### src/rtl/eth_tx_frame_sequencer.sv
// Transmit frame sequencer: pops a length word, streams that many bytes from the data FIFO to the MAC,
// zero-pads short frames, drains zero/oversize requests, and enforces an inter-frame gap.
module eth_tx_frame_sequencer #(
  parameter int MIN_LEN = 60,
  parameter int MAX_LEN = 1518,
  parameter int IFG_CYC = 12
) (
  input  logic        clk_i,
  input  logic        reset,
  input  logic        clk_en,
  input  logic [15:0] tx_len_fifo_data,
  input  logic        tx_len_fifo_empty,
  output logic        tx_len_fifo_read,
  input  logic [7:0]  tx_data_fifo_data,
  input  logic        tx_data_fifo_empty,
  output logic        tx_data_fifo_read,
  output logic [7:0]  tx_fifodata,
  output logic        tx_fifoavail,
  output logic        tx_fifoeof,
  input  logic        tx_macread,
  output logic        tx_busy,
  output logic        tx_done,
  output logic        tx_drop,
  output logic [15:0] tx_frame_cnt
);

  localparam logic [15:0] MIN_LEN_W = 16'(MIN_LEN);
  localparam logic [15:0] MAX_LEN_W = 16'(MAX_LEN);
  localparam logic [15:0] IFG_LAST  = (IFG_CYC > 0) ? 16'(IFG_CYC - 1) : 16'd0;

  typedef enum logic [1:0] {
    S_IDLE,
    S_STREAM,
    S_DRAIN,
    S_IFG
  } state_t;

  state_t      state_reg, state_next;
  logic [15:0] len_reg, len_next;
  logic [15:0] pad_reg, pad_next;
  logic [15:0] sent_reg, sent_next;
  logic [15:0] ifg_reg, ifg_next;
  logic [15:0] frame_cnt_reg, frame_cnt_next;
  logic [7:0]  data_reg, data_next;
  logic        avail_reg, avail_next;
  logic        eof_reg, eof_next;
  logic        done_reg, done_next;
  logic        drop_reg, drop_next;
  logic        len_pop, data_pop;
  logic        load, accept, load_ok;

  assign accept  = avail_reg && tx_macread;
  assign load_ok = !avail_reg || tx_macread;

  always_ff @(posedge clk_i or posedge reset) begin
    if (reset) begin
      state_reg     <= S_IDLE;
      len_reg       <= '0;
      pad_reg       <= '0;
      sent_reg      <= '0;
      ifg_reg       <= '0;
      frame_cnt_reg <= '0;
      data_reg      <= '0;
      avail_reg     <= 1'b0;
      eof_reg       <= 1'b0;
      done_reg      <= 1'b0;
      drop_reg      <= 1'b0;
    end else if (clk_en) begin
      state_reg     <= state_next;
      len_reg       <= len_next;
      pad_reg       <= pad_next;
      sent_reg      <= sent_next;
      ifg_reg       <= ifg_next;
      frame_cnt_reg <= frame_cnt_next;
      data_reg      <= data_next;
      avail_reg     <= avail_next;
      eof_reg       <= eof_next;
      done_reg      <= done_next;
      drop_reg      <= drop_next;
    end
  end

  always_comb begin
    state_next     = state_reg;
    len_next       = len_reg;
    pad_next       = pad_reg;
    sent_next      = sent_reg;
    ifg_next       = ifg_reg;
    frame_cnt_next = frame_cnt_reg;
    data_next      = data_reg;
    avail_next     = avail_reg;
    eof_next       = eof_reg;
    done_next      = 1'b0;
    drop_next      = 1'b0;
    len_pop        = 1'b0;
    data_pop       = 1'b0;
    load           = 1'b0;

    case (state_reg)
      S_IDLE: begin
        if (!tx_len_fifo_empty) begin
          len_pop   = 1'b1;
          len_next  = tx_len_fifo_data;
          sent_next = '0;
          pad_next  = (tx_len_fifo_data < MIN_LEN_W) ? MIN_LEN_W : tx_len_fifo_data;
          if (tx_len_fifo_data == 16'd0)
            drop_next = 1'b1;
          else if (tx_len_fifo_data > MAX_LEN_W)
            state_next = S_DRAIN;
          else
            state_next = S_STREAM;
        end
      end

      S_STREAM: begin
        if (accept && eof_reg) begin
          avail_next     = 1'b0;
          eof_next       = 1'b0;
          done_next      = 1'b1;
          frame_cnt_next = frame_cnt_reg + 16'd1;
          ifg_next       = '0;
          state_next     = S_IFG;
        end else begin
          if (accept)
            avail_next = 1'b0;
          if (load_ok && (sent_reg < pad_reg)) begin
            // Below L the byte comes from the FIFO; between L and P it is zero padding.
            if (sent_reg < len_reg) begin
              if (!tx_data_fifo_empty) begin
                data_pop  = 1'b1;
                data_next = tx_data_fifo_data;
                load      = 1'b1;
              end
            end else begin
              data_next = 8'h00;
              load      = 1'b1;
            end
            if (load) begin
              avail_next = 1'b1;
              eof_next   = (sent_reg == (pad_reg - 16'd1));
              sent_next  = sent_reg + 16'd1;
            end
          end
        end
      end

      S_DRAIN: begin
        // len_reg counts down the bytes still to discard.
        if (!tx_data_fifo_empty) begin
          data_pop = 1'b1;
          len_next = len_reg - 16'd1;
          if (len_reg == 16'd1) begin
            drop_next  = 1'b1;
            ifg_next   = '0;
            state_next = S_IFG;
          end
        end
      end

      S_IFG: begin
        if (ifg_reg == IFG_LAST)
          state_next = S_IDLE;
        else
          ifg_next = ifg_reg + 16'd1;
      end

      default: state_next = S_IDLE;
    endcase
  end

  // Pops fire once per enabled cycle, in the same cycle the popped word is captured.
  assign tx_len_fifo_read  = clk_en && !reset && len_pop;
  assign tx_data_fifo_read = clk_en && !reset && data_pop;

  assign tx_fifodata  = data_reg;
  assign tx_fifoavail = avail_reg;
  assign tx_fifoeof   = eof_reg;
  assign tx_busy      = (state_reg != S_IDLE);
  assign tx_done      = done_reg;
  assign tx_drop      = drop_reg;
  assign tx_frame_cnt = frame_cnt_reg;

endmodule
### config.mk
export PLATFORM = sky130hd
export DESIGN_NAME = eth_tx_frame_sequencer
export DESIGN_NICKNAME = d
export VERILOG_FILES = /design/src/rtl/eth_tx_frame_sequencer.sv
export SDC_FILE = /design/constraint.sdc
export NUM_CORES = 1
export LEC_CHECK = 0
export ABC_AREA = 1
export CAP_MARGIN = 10
export CELL_PAD_IN_SITES_DETAIL_PLACEMENT = 1
export CELL_PAD_IN_SITES_GLOBAL_PLACEMENT = 1
export CORE_MARGIN = 5
export CORE_UTILIZATION = 26
export CTS_CLUSTER_DIAMETER = 40
export CTS_CLUSTER_SIZE = 28
export DETAILED_ROUTE_END_ITERATION = 10
export HOLD_SLACK_MARGIN = 0.15
export MAX_ROUTING_LAYER = met4
export PLACE_DENSITY_LB_ADDON = 0.1
export SYNTH_ARGS = -nofsm -noshare
export SYNTH_HDL_FRONTEND = slang
export SYNTH_SLANG_ARGS = --single-unit
### constraint.sdc
create_clock -name clk_i -period 14.8 [get_ports clk_i]
set_clock_uncertainty 0.15 [all_clocks]
set_input_delay 4.44 -clock clk_i [delete_from_list [all_inputs] [get_ports clk_i]]
set_output_delay 4.44 -clock clk_i [all_outputs]
set_load 0.05 [all_outputs]
==> reports/results.env, run 1 <==
FF2FF_PATH_DEPTH=9
POST_SYNTH_INST_COUNT=931
GRT_SETUP_UNREPAIRED='false'
TIMING.SETUP.TNS_NS=0
MAXSLEWHEADROOM=0.470
SYNTH_ADDER_AREA_SHARE=0.0779
GLOBAL_ROUTE.OVERFLOW_TOTAL=0
FLOORPLAN.CORE_AREA_SQ_MM=0.0258
CTS_TREE='built'
NUM_ANTENNA_CELLS=0
CTS.REPAIR_TIMING.SETUP_BUFFER_COUNT=0
CLOCK_TREE.ROOT_CELL='sky130_fd_sc_hd__clkbuf_16'
CRITICAL_PATH_ARRIVAL_NS=6.71
POWER.LEAKAGE_nW=3.80
SYNTH_COMPOUND_AREA_FRAC=0.0926
TIMING.CRITICAL_PATH.REQUIRED_NS=10.21
SWITCHING_SHARE=0.483
SEQ_AREA_SQ_MM=0.00235
LAYOUT_WORST_PATH_CYCLE_SHARE=0.763
FINALCRITICALPERIOD_NS=11.30
SYNTH-XOR-AREA-SHARE=0.0761
HP-CLASS='reg -> reg'
POWER.CLOCK.FRACTION=0.202
ROUTED_WIRELENGTH_UM=22800
DIE_WIDTH_UM=171
N_FILL_CELL=3173
SYNTH_SIMPLE_GATE_AREA_SHARE=0.328
GRT_PASS1_VIAS=6343
SLEW_VIOLATIONS=0
FINALSETUPVIOLCOUNT=0
INITIAL_UTILIZATION=0.262
POST_SYNTH_INSTANCE_AREA_SQ_MM=0.00674
DP_CELLS=1310
RUN_STATUS='finished, final reports clean'
PORT_BUFFERS=60
DRT_VIA_DENSITY=4.63
WORST_R2R_STARTPOINT='state_reg[0]$_DFFE_PP0P_'
SYNTH_TOP_FAMILY_BY_AREA='simple AND/OR/NAND/NOR gates'
DIE-HEIGHT_UM=171
FIN_TOTAL_PWR_mW=1.18
FF_LATCH_COUNT_SYNTH=94
GP_ROUTABILITY_CONGESTION=0.774
VIA_TOTAL_AFTER_DETAILED_ROUTING=6135
UTILIZATION=0.310
MAXIMUM_NUMBER_OF_PINS_ON_ONE_NET_BEFORE_GLOBAL_ROUTE_REPAIR=59
YOSYS_WARNINGS=0
SYNTHARSTFLOPSHARE=1.00
GRT_FIRST_PASS_WIRELENGTH_UM=36600
NUMBER_OF_FLOPS_MAPPED_TO_ENABLE_CELLS_BY_YOSYS=0
AREA.GROWTH.SYNTH_TO_FINAL_PCT=18.3
ENDPOINT_KIND='primary output'
CTS.HTREE.LEVELS=3
CLOCK_PATH_BUFFERS=2
NUMCTSBUFFERS=9
DIE-AREA_SQ_MM=0.0293
HOLD_PATH_DEPTH=1
POWER-PER-CELL-AREA_mW_PER_MM2=148
FINISH.NET_COUNT=1058
DRC_ERRORS=0
FINALHOLDVIOLCOUNT=0
CRITICAL_PATH_STARTPOINT_CATEGORY='input pin'
MULTI_INPUT_COMB_AREA_SQ_MM=0.00387
PLACE.DETAILED.HPWL_UM=17700
ANTENNA_FOUND_INITIAL=0
WORST_HOLD_PATH.ENDPOINT='tx_frame_cnt[15]$_DFFE_PP0P_'
SYNTH_FLOP_CELL='sky130_fd_sc_hd__dfrtp_1'
POWER_SWITCHING_mW=0.572
CELL_INTERNAL_PWR_mW=0.612
MAX_CAP_VIOL_COUNT=0
ENDPOINT_OF_THE_MOST_CRITICAL_REGISTER_TO_REGISTER_PATH='len_reg[2]$_DFFE_PP0P_'
MOST_COMMON_CELL_AFTER_LAYOUT_FILL_AND_TAPS_ASIDE='sky130_fd_sc_hd__nand2_1'
SYNTH.DISTINCT_CELLS=47
STD_CELL_ROWS=59
PEAKVDDDROP_mV=0.0594
HOLD_BUFFERS=0
P_SEQ_FRAC=0.317
COMB_POWER_SHARE=0.481
GR-USAGE-ALL-LAYERS=0.165
SHARE_OF_SYNTHESIZED_AREA_OCCUPIED_BY_FLIP_FLOPS_AND_LATCHES=0.349
TOP_LEVEL_PORTS=61
CTS_SINKS=94
SETUP_SLACK_ON_THE_WORST_FLOP_TO_FLOP_PATH_NS=11.79
TIMING.SETUP.CRITICAL_PATH_CLASS='in -> out'
POST_SYNTHESIS_NET_COUNT=1003
DETAIL_ROUTE.WL_PER_CELL_UM=17.2
POST_CTS_RESIZE_COUNT=0
INSTANCES_NO_FILL=1326
SYNTH_MUX_AREA_FRAC=0
INITIALDRTVIOLATIONCOUNT=210
ANTENNA_LEFT=0
HIGHEST_FANOUT_SEEN_ON_THE_CRITICAL_PATH=25
SYN_AVG_CELL_AREA_SQ_UM=7.24
LAYOUT_CELLS_SIZED_ABOVE_1=0.0575
CLK_PIN_SLEW_NS=0.07
MOSTFREQUENTLAYOUTCELLS='sky130_fd_sc_hd__nand2_1 (253), sky130_fd_sc_hd__nor2_1 (108), sky130_fd_sc_hd__inv_1 (99)'
TIGHTEST_SLEW_NS=0.796
FIRST_PASS_ITERS=4
HP-START='tx_frame_cnt[15]$_DFFE_PP0P_'
CLOCK_INSERTION_DELAY_WORST_SKEW_NS=0.36
CLOCK.FMAX_GHz=0.0885
## final cells by class
cell class                 count  area share
multi-input combinational    707       0.485
inverter                     111      0.0528
sequential                    94       0.295
clock inverter                 7     0.00831
tap                          335      0.0525
clock buffer                   9      0.0282
timing repair buffer          63      0.0781
## worst max path at each step
stage	endpoint	cells after the start	slack (ns)	startpoint
after CTS	tx_len_fifo_read	7	3.48	clk_en
after detailed placement	tx_len_fifo_read	7	3.48	clk_en
after floorplan	tx_data_fifo_read	3	2.88	reset
after global routing	tx_len_fifo_read	7	3.39	clk_en
final	tx_len_fifo_read	7	3.50	clk_en
after global placement	tx_len_fifo_read	7	3.54	clk_en
## power groups by stage
stage	clock network [mW]	logic, mW	registers [mW]
3_3_place_gp	0	0.580	0.379
5_1_grt	0.261	0.645	0.385
3_5_place_dp	0	0.579	0.379
6_report	0.239	0.570	0.376
2_1_floorplan	0	0.371	0.405
4_1_cts	0.250	0.582	0.377
## cell families (layout without fill, tap and decap cells)
kind of cell / count (synthesis) / after routing
compound gates: 113 / 113
buf+inv: 130 / 190
flops: 94 / 94
xor+xnor: 57 / 57
simple gates: 495 / 495
fa+ha+maj: 42 / 42
## critical path, cell delays in order
cell and delay (ns):
sky130_fd_sc_hd__clkdlybuf4s50_1 0.57, sky130_fd_sc_hd__inv_2 0.12, sky130_fd_sc_hd__nor3_2 0.17, sky130_fd_sc_hd__buf_4 0.30, sky130_fd_sc_hd__inv_2 0.17, sky130_fd_sc_hd__nor2_1 0.11, sky130_fd_sc_hd__clkdlybuf4s50_1 0.81
## metrics by stage
step / setup WS (ns) / hold slack (ns) / instance area [sq um]
2_1_floorplan: 2.88 / 0.340 / 6740
3_3_place_gp: 3.54 / 0.315 / 7690
3_5_place_dp: 3.48 / 0.311 / 7690
4_1_cts: 3.48 / 0.325 / 7980
5_1_grt: 3.39 / 0.339 / 7980
6_report: 3.50 / 0.321 / 7980
## per-layer routing
layer,vias to the layer above,GRT usage,share of wire
li1,3133,-,-
met1,2948,0.225,0.49
met2,40,0.266,0.48
met3,14,0.0210,0.019
met4,0,0.0296,0.0097
met5,-,-,0
## synth_stat cells, types with 2 or more instances
library cell / n / area (sq um)
sky130_fd_sc_hd__nand2_1: 253 / 950
sky130_fd_sc_hd__xnor2_1: 11 / 96.3
sky130_fd_sc_hd__buf_4: 3 / 22.5
sky130_fd_sc_hd__nand3_1: 58 / 290
sky130_fd_sc_hd__nor3_1: 27 / 135
sky130_fd_sc_hd__nor2_2: 5 / 31.3
sky130_fd_sc_hd__o21ai_1: 32 / 160
sky130_fd_sc_hd__a21o_1: 2 / 15.0
sky130_fd_sc_hd__o22ai_1: 6 / 37.5
sky130_fd_sc_hd__a21oi_1: 30 / 150
sky130_fd_sc_hd__nor2_1: 108 / 405
sky130_fd_sc_hd__nor4_1: 8 / 50.1
sky130_fd_sc_hd__inv_2: 9 / 33.8
sky130_fd_sc_hd__ha_1: 42 / 526
sky130_fd_sc_hd__nand2_2: 3 / 18.8
sky130_fd_sc_hd__buf_2: 7 / 35.0
sky130_fd_sc_hd__nor2_4: 4 / 45.0
sky130_fd_sc_hd__nor4_2: 2 / 25.0
sky130_fd_sc_hd__clkbuf_1: 7 / 26.3
sky130_fd_sc_hd__o21ai_0: 28 / 140
sky130_fd_sc_hd__dfrtp_1: 94 / 2350
sky130_fd_sc_hd__a22oi_1: 6 / 45.0
sky130_fd_sc_hd__nand3_2: 4 / 40.0
sky130_fd_sc_hd__xor2_1: 45 / 394
sky130_fd_sc_hd__a31oi_1: 2 / 12.5
sky130_fd_sc_hd__inv_1: 100 / 375
sky130_fd_sc_hd__o211ai_1: 2 / 15.0
sky130_fd_sc_hd__nand4_1: 14 / 87.6
(Power assumes the default switching activity.)
==> run 2: changes to the inputs <==
clock period = 11.8 ns   (was 14.8 ns; I/O delays follow)
==> run 2 against run 1 <==
Net effect:
- non-clock buffer count is the same
- critical path type unchanged
- die area is the same
- sequential share of layout area is essentially flat
==> reports/results.env, run 2 (synthesis gave the netlist of run 1 again) <==
RUN_STATUS='finished, final reports clean'  # unchanged
CRITICAL_PATH.SLOWEST_CELL='sky130_fd_sc_hd__clkdlybuf4s50_1'  # unchanged
WORSTPATHCELLLIST='clkdlybuf4s50_1 > inv_2 > nor3_2 > buf_4 > inv_2 > nor2_1 > clkdlybuf4s50_1'  # unchanged
HP-CLASS='reg -> reg'  # unchanged
HP-START='tx_frame_cnt[15]$_DFFE_PP0P_'  # unchanged
UTILIZATION=0.310  # about the same
TOP_LEVEL_PORTS=61  # unchanged
ANTENNA_FOUND_INITIAL=0  # unchanged
HIGHEST_FANOUT_SEEN_ON_THE_CRITICAL_PATH=25  # unchanged
CLK_PIN_SLEW_NS=0.08  # was 0.07 ns
DP_CELLS=1310  # unchanged
TIMING.SETUP.TNS_NS=0  # unchanged
MOSTFREQUENTLAYOUTCELLS='sky130_fd_sc_hd__nand2_1 (253), sky130_fd_sc_hd__nor2_1 (108), sky130_fd_sc_hd__inv_1 (99)'  # unchanged
NUM_ANTENNA_CELLS=0  # unchanged
CLOCK_INSERTION_DELAY_WORST_SKEW_NS=0.36  # about the same
SETUP_SLACK_ON_THE_WORST_FLOP_TO_FLOP_PATH_NS=8.84  # was 11.79 ns
FINISH.NET_COUNT=1058  # unchanged
FF2FF_PATH_DEPTH=10  # was 9
GRT_PASS1_VIAS=6463  # was 6343
POWER-PER-CELL-AREA_mW_PER_MM2=187  # was 148 mW/mm^2
MAX_CAP_VIOL_COUNT=0  # unchanged
CLOCK.FMAX_GHz=0.105
STD_CELL_ROWS=59  # unchanged
CRITPATHTOPFAMILY='buffers and inverters'  # unchanged
VIA_TOTAL_AFTER_DETAILED_ROUTING=6108  # was 6135
POWER.LEAKAGE_nW=3.81  # was 3.80 nW
POST_CTS_RESIZE_COUNT=0  # unchanged
WORST_HOLD_PATH.ENDPOINT='tx_frame_cnt[15]$_DFFE_PP0P_'  # unchanged
CTS_TREE='built'  # unchanged
CTS.REPAIR_TIMING.SETUP_BUFFER_COUNT=0  # unchanged
INSTANCES_NO_FILL=1326  # unchanged
STDCELL_AREA_SQ_MM=0.00799  # was 0.00798 sq mm
CRIT_BUF_INV=5  # unchanged
MAXSLEWHEADROOM=0.461  # was 0.470
SLEW_VIOLATIONS=0  # unchanged
MAXIMUM_NUMBER_OF_PINS_ON_ONE_NET_BEFORE_GLOBAL_ROUTE_REPAIR=59  # unchanged
DIE-HEIGHT_UM=171  # unchanged
CLOCK_TREE.ROOT_CELL='sky130_fd_sc_hd__clkbuf_16'  # unchanged
ANTENNA_LEFT=0  # unchanged
ENDPOINT_OF_THE_MOST_CRITICAL_REGISTER_TO_REGISTER_PATH='len_reg[3]$_DFFE_PP0P_'  # was len_reg[2]$_DFFE_PP0P_
INITIAL_UTILIZATION=0.262  # unchanged
CRITICAL_PATH_STARTPOINT_CATEGORY='input pin'  # unchanged
CRITICAL_PATH_ARRIVAL_NS=5.80  # was 6.71 ns
PLACEMENT.CELL_AREA_SQ_MM=0.00769  # unchanged
WORST_R2R_STARTPOINT='state_reg[0]$_DFFE_PP0P_'  # unchanged
GRT_SETUP_UNREPAIRED='false'  # unchanged
HOLD_BUFFERS=0  # unchanged
CTS_SINKS=94  # unchanged
CTS.HTREE.LEVELS=3  # unchanged
FINALHOLDVIOLCOUNT=0  # unchanged
PEAKVDDDROP_mV=0.0830  # was 0.0594 mV
TIGHTEST_SLEW_NS=0.809  # was 0.796 ns
GRT_FIRST_PASS_WIRELENGTH_UM=36800  # was 36600 um
LAYOUT_CELLS_SIZED_ABOVE_1=0.0575  # unchanged
PORT_BUFFERS=60  # unchanged
MOST_COMMON_CELL_AFTER_LAYOUT_FILL_AND_TAPS_ASIDE='sky130_fd_sc_hd__nand2_1'  # unchanged
TIMING.CRITICAL_PATH.REQUIRED_NS=8.11  # was 10.21 ns
PLACE.DETAILED.HPWL_UM=17600  # was 17700 um
NUMCTSBUFFERS=9  # unchanged
FIRST_PASS_ITERS=4  # unchanged
DRT_VIA_DENSITY=4.61  # was 4.63
DIE-AREA_SQ_MM=0.0293  # unchanged
FINALSETUPVIOLCOUNT=0  # unchanged
LAYOUT_WORST_PATH_CYCLE_SHARE=0.805
CLOCK_PATH_BUFFERS=2  # unchanged
ENDPOINT_KIND='primary output'  # unchanged
MAX_STAGE_DELAY_NS=0.81  # about the same
FINALCRITICALPERIOD_NS=9.49
DETAIL_ROUTE.WL_PER_CELL_UM=17.0  # was 17.2 um
FLOORPLAN.CORE_AREA_SQ_MM=0.0258  # unchanged
HOLD_PATH_DEPTH=1  # unchanged
DIE_WIDTH_UM=171  # unchanged
AREA.GROWTH.SYNTH_TO_FINAL_PCT=18.5  # was 18.3%
DRC_ERRORS=0  # unchanged
GP_ROUTABILITY_CONGESTION=0.774  # about the same
INITIALDRTVIOLATIONCOUNT=183  # was 210
TIMING.SETUP.CRITICAL_PATH_CLASS='in -> out'  # unchanged
GR-USAGE-ALL-LAYERS=0.165  # about the same
GLOBAL_ROUTE.OVERFLOW_TOTAL=0  # unchanged
ROUTED_WIRELENGTH_UM=22600  # was 22800 um
## run 2: changes by cell type in the layout (fill, tap and decap cells not counted)
cell / before / now
sky130_fd_sc_hd__inv_6: 0 / 2
sky130_fd_sc_hd__inv_8: 3 / 1
sky130_fd_sc_hd__clkinvlp_4: 2 / 1
sky130_fd_sc_hd__clkinv_8: 0 / 2
sky130_fd_sc_hd__clkinv_4: 2 / 1
## run 2: final cells by class
type	instances	area, sq um
fillers	3154	17800
multi-input cells	707	3870
flip-flops and latches	94	2350
repair buffers	63	623
inverters	111	422
well taps	335	419
clock buffers	9	225
clock inverters	7	77.6
## run 2: worst reg2reg max path, delay by kind of cell (launching register included)
kind                       cells  cell delay (ns)
and+or+nand+nor                1             0.21
AOI/OAI and AO/OA              5             1.41
buffers and inverters          3             0.40
adders and majority gates      1             0.31
DFF                            1             0.41
## run 2: how the worst max path moves through the flow
stage / slack, ns / startpoint / endpoint / cells after the start
finish: 2.31 / clk_en / tx_len_fifo_read / 7
global route: 2.17 / clk_en / tx_len_fifo_read / 7
CTS: 2.27 / clk_en / tx_len_fifo_read / 7
detailed placement: 2.28 / clk_en / tx_len_fifo_read / 7
global placement: 2.34 / clk_en / tx_len_fifo_read / 7
floorplan: 1.68 / reset / tx_data_fifo_read / 3
## run 2: metrics by stage
step                      hold slack, ns  worst slack (ns)  power, mW
after floorplan                    0.340              1.68      0.974
after global placement             0.315              2.34       1.20
after detailed placement           0.313              2.28       1.20
after CTS                          0.327              2.27       1.52
after global routing               0.344              2.17       1.62
final                              0.326              2.31       1.49
## run 2: metal layers
metal  track usage  vias up  share of wire
li1              -     3131              -
met2         0.266       36           0.47
met3        0.0222        6          0.015
met1         0.227     2935           0.51
met5             -        -              0
met4        0.0248        0         0.0047
## run 2: power by group
part	switching (mW)	total [mW]	leakage [nW]	internal, mW
clock network	0.157	0.307	0.144	0.151
logic	0.492	0.712	2.45	0.220
registers	0.0725	0.471	1.22	0.398
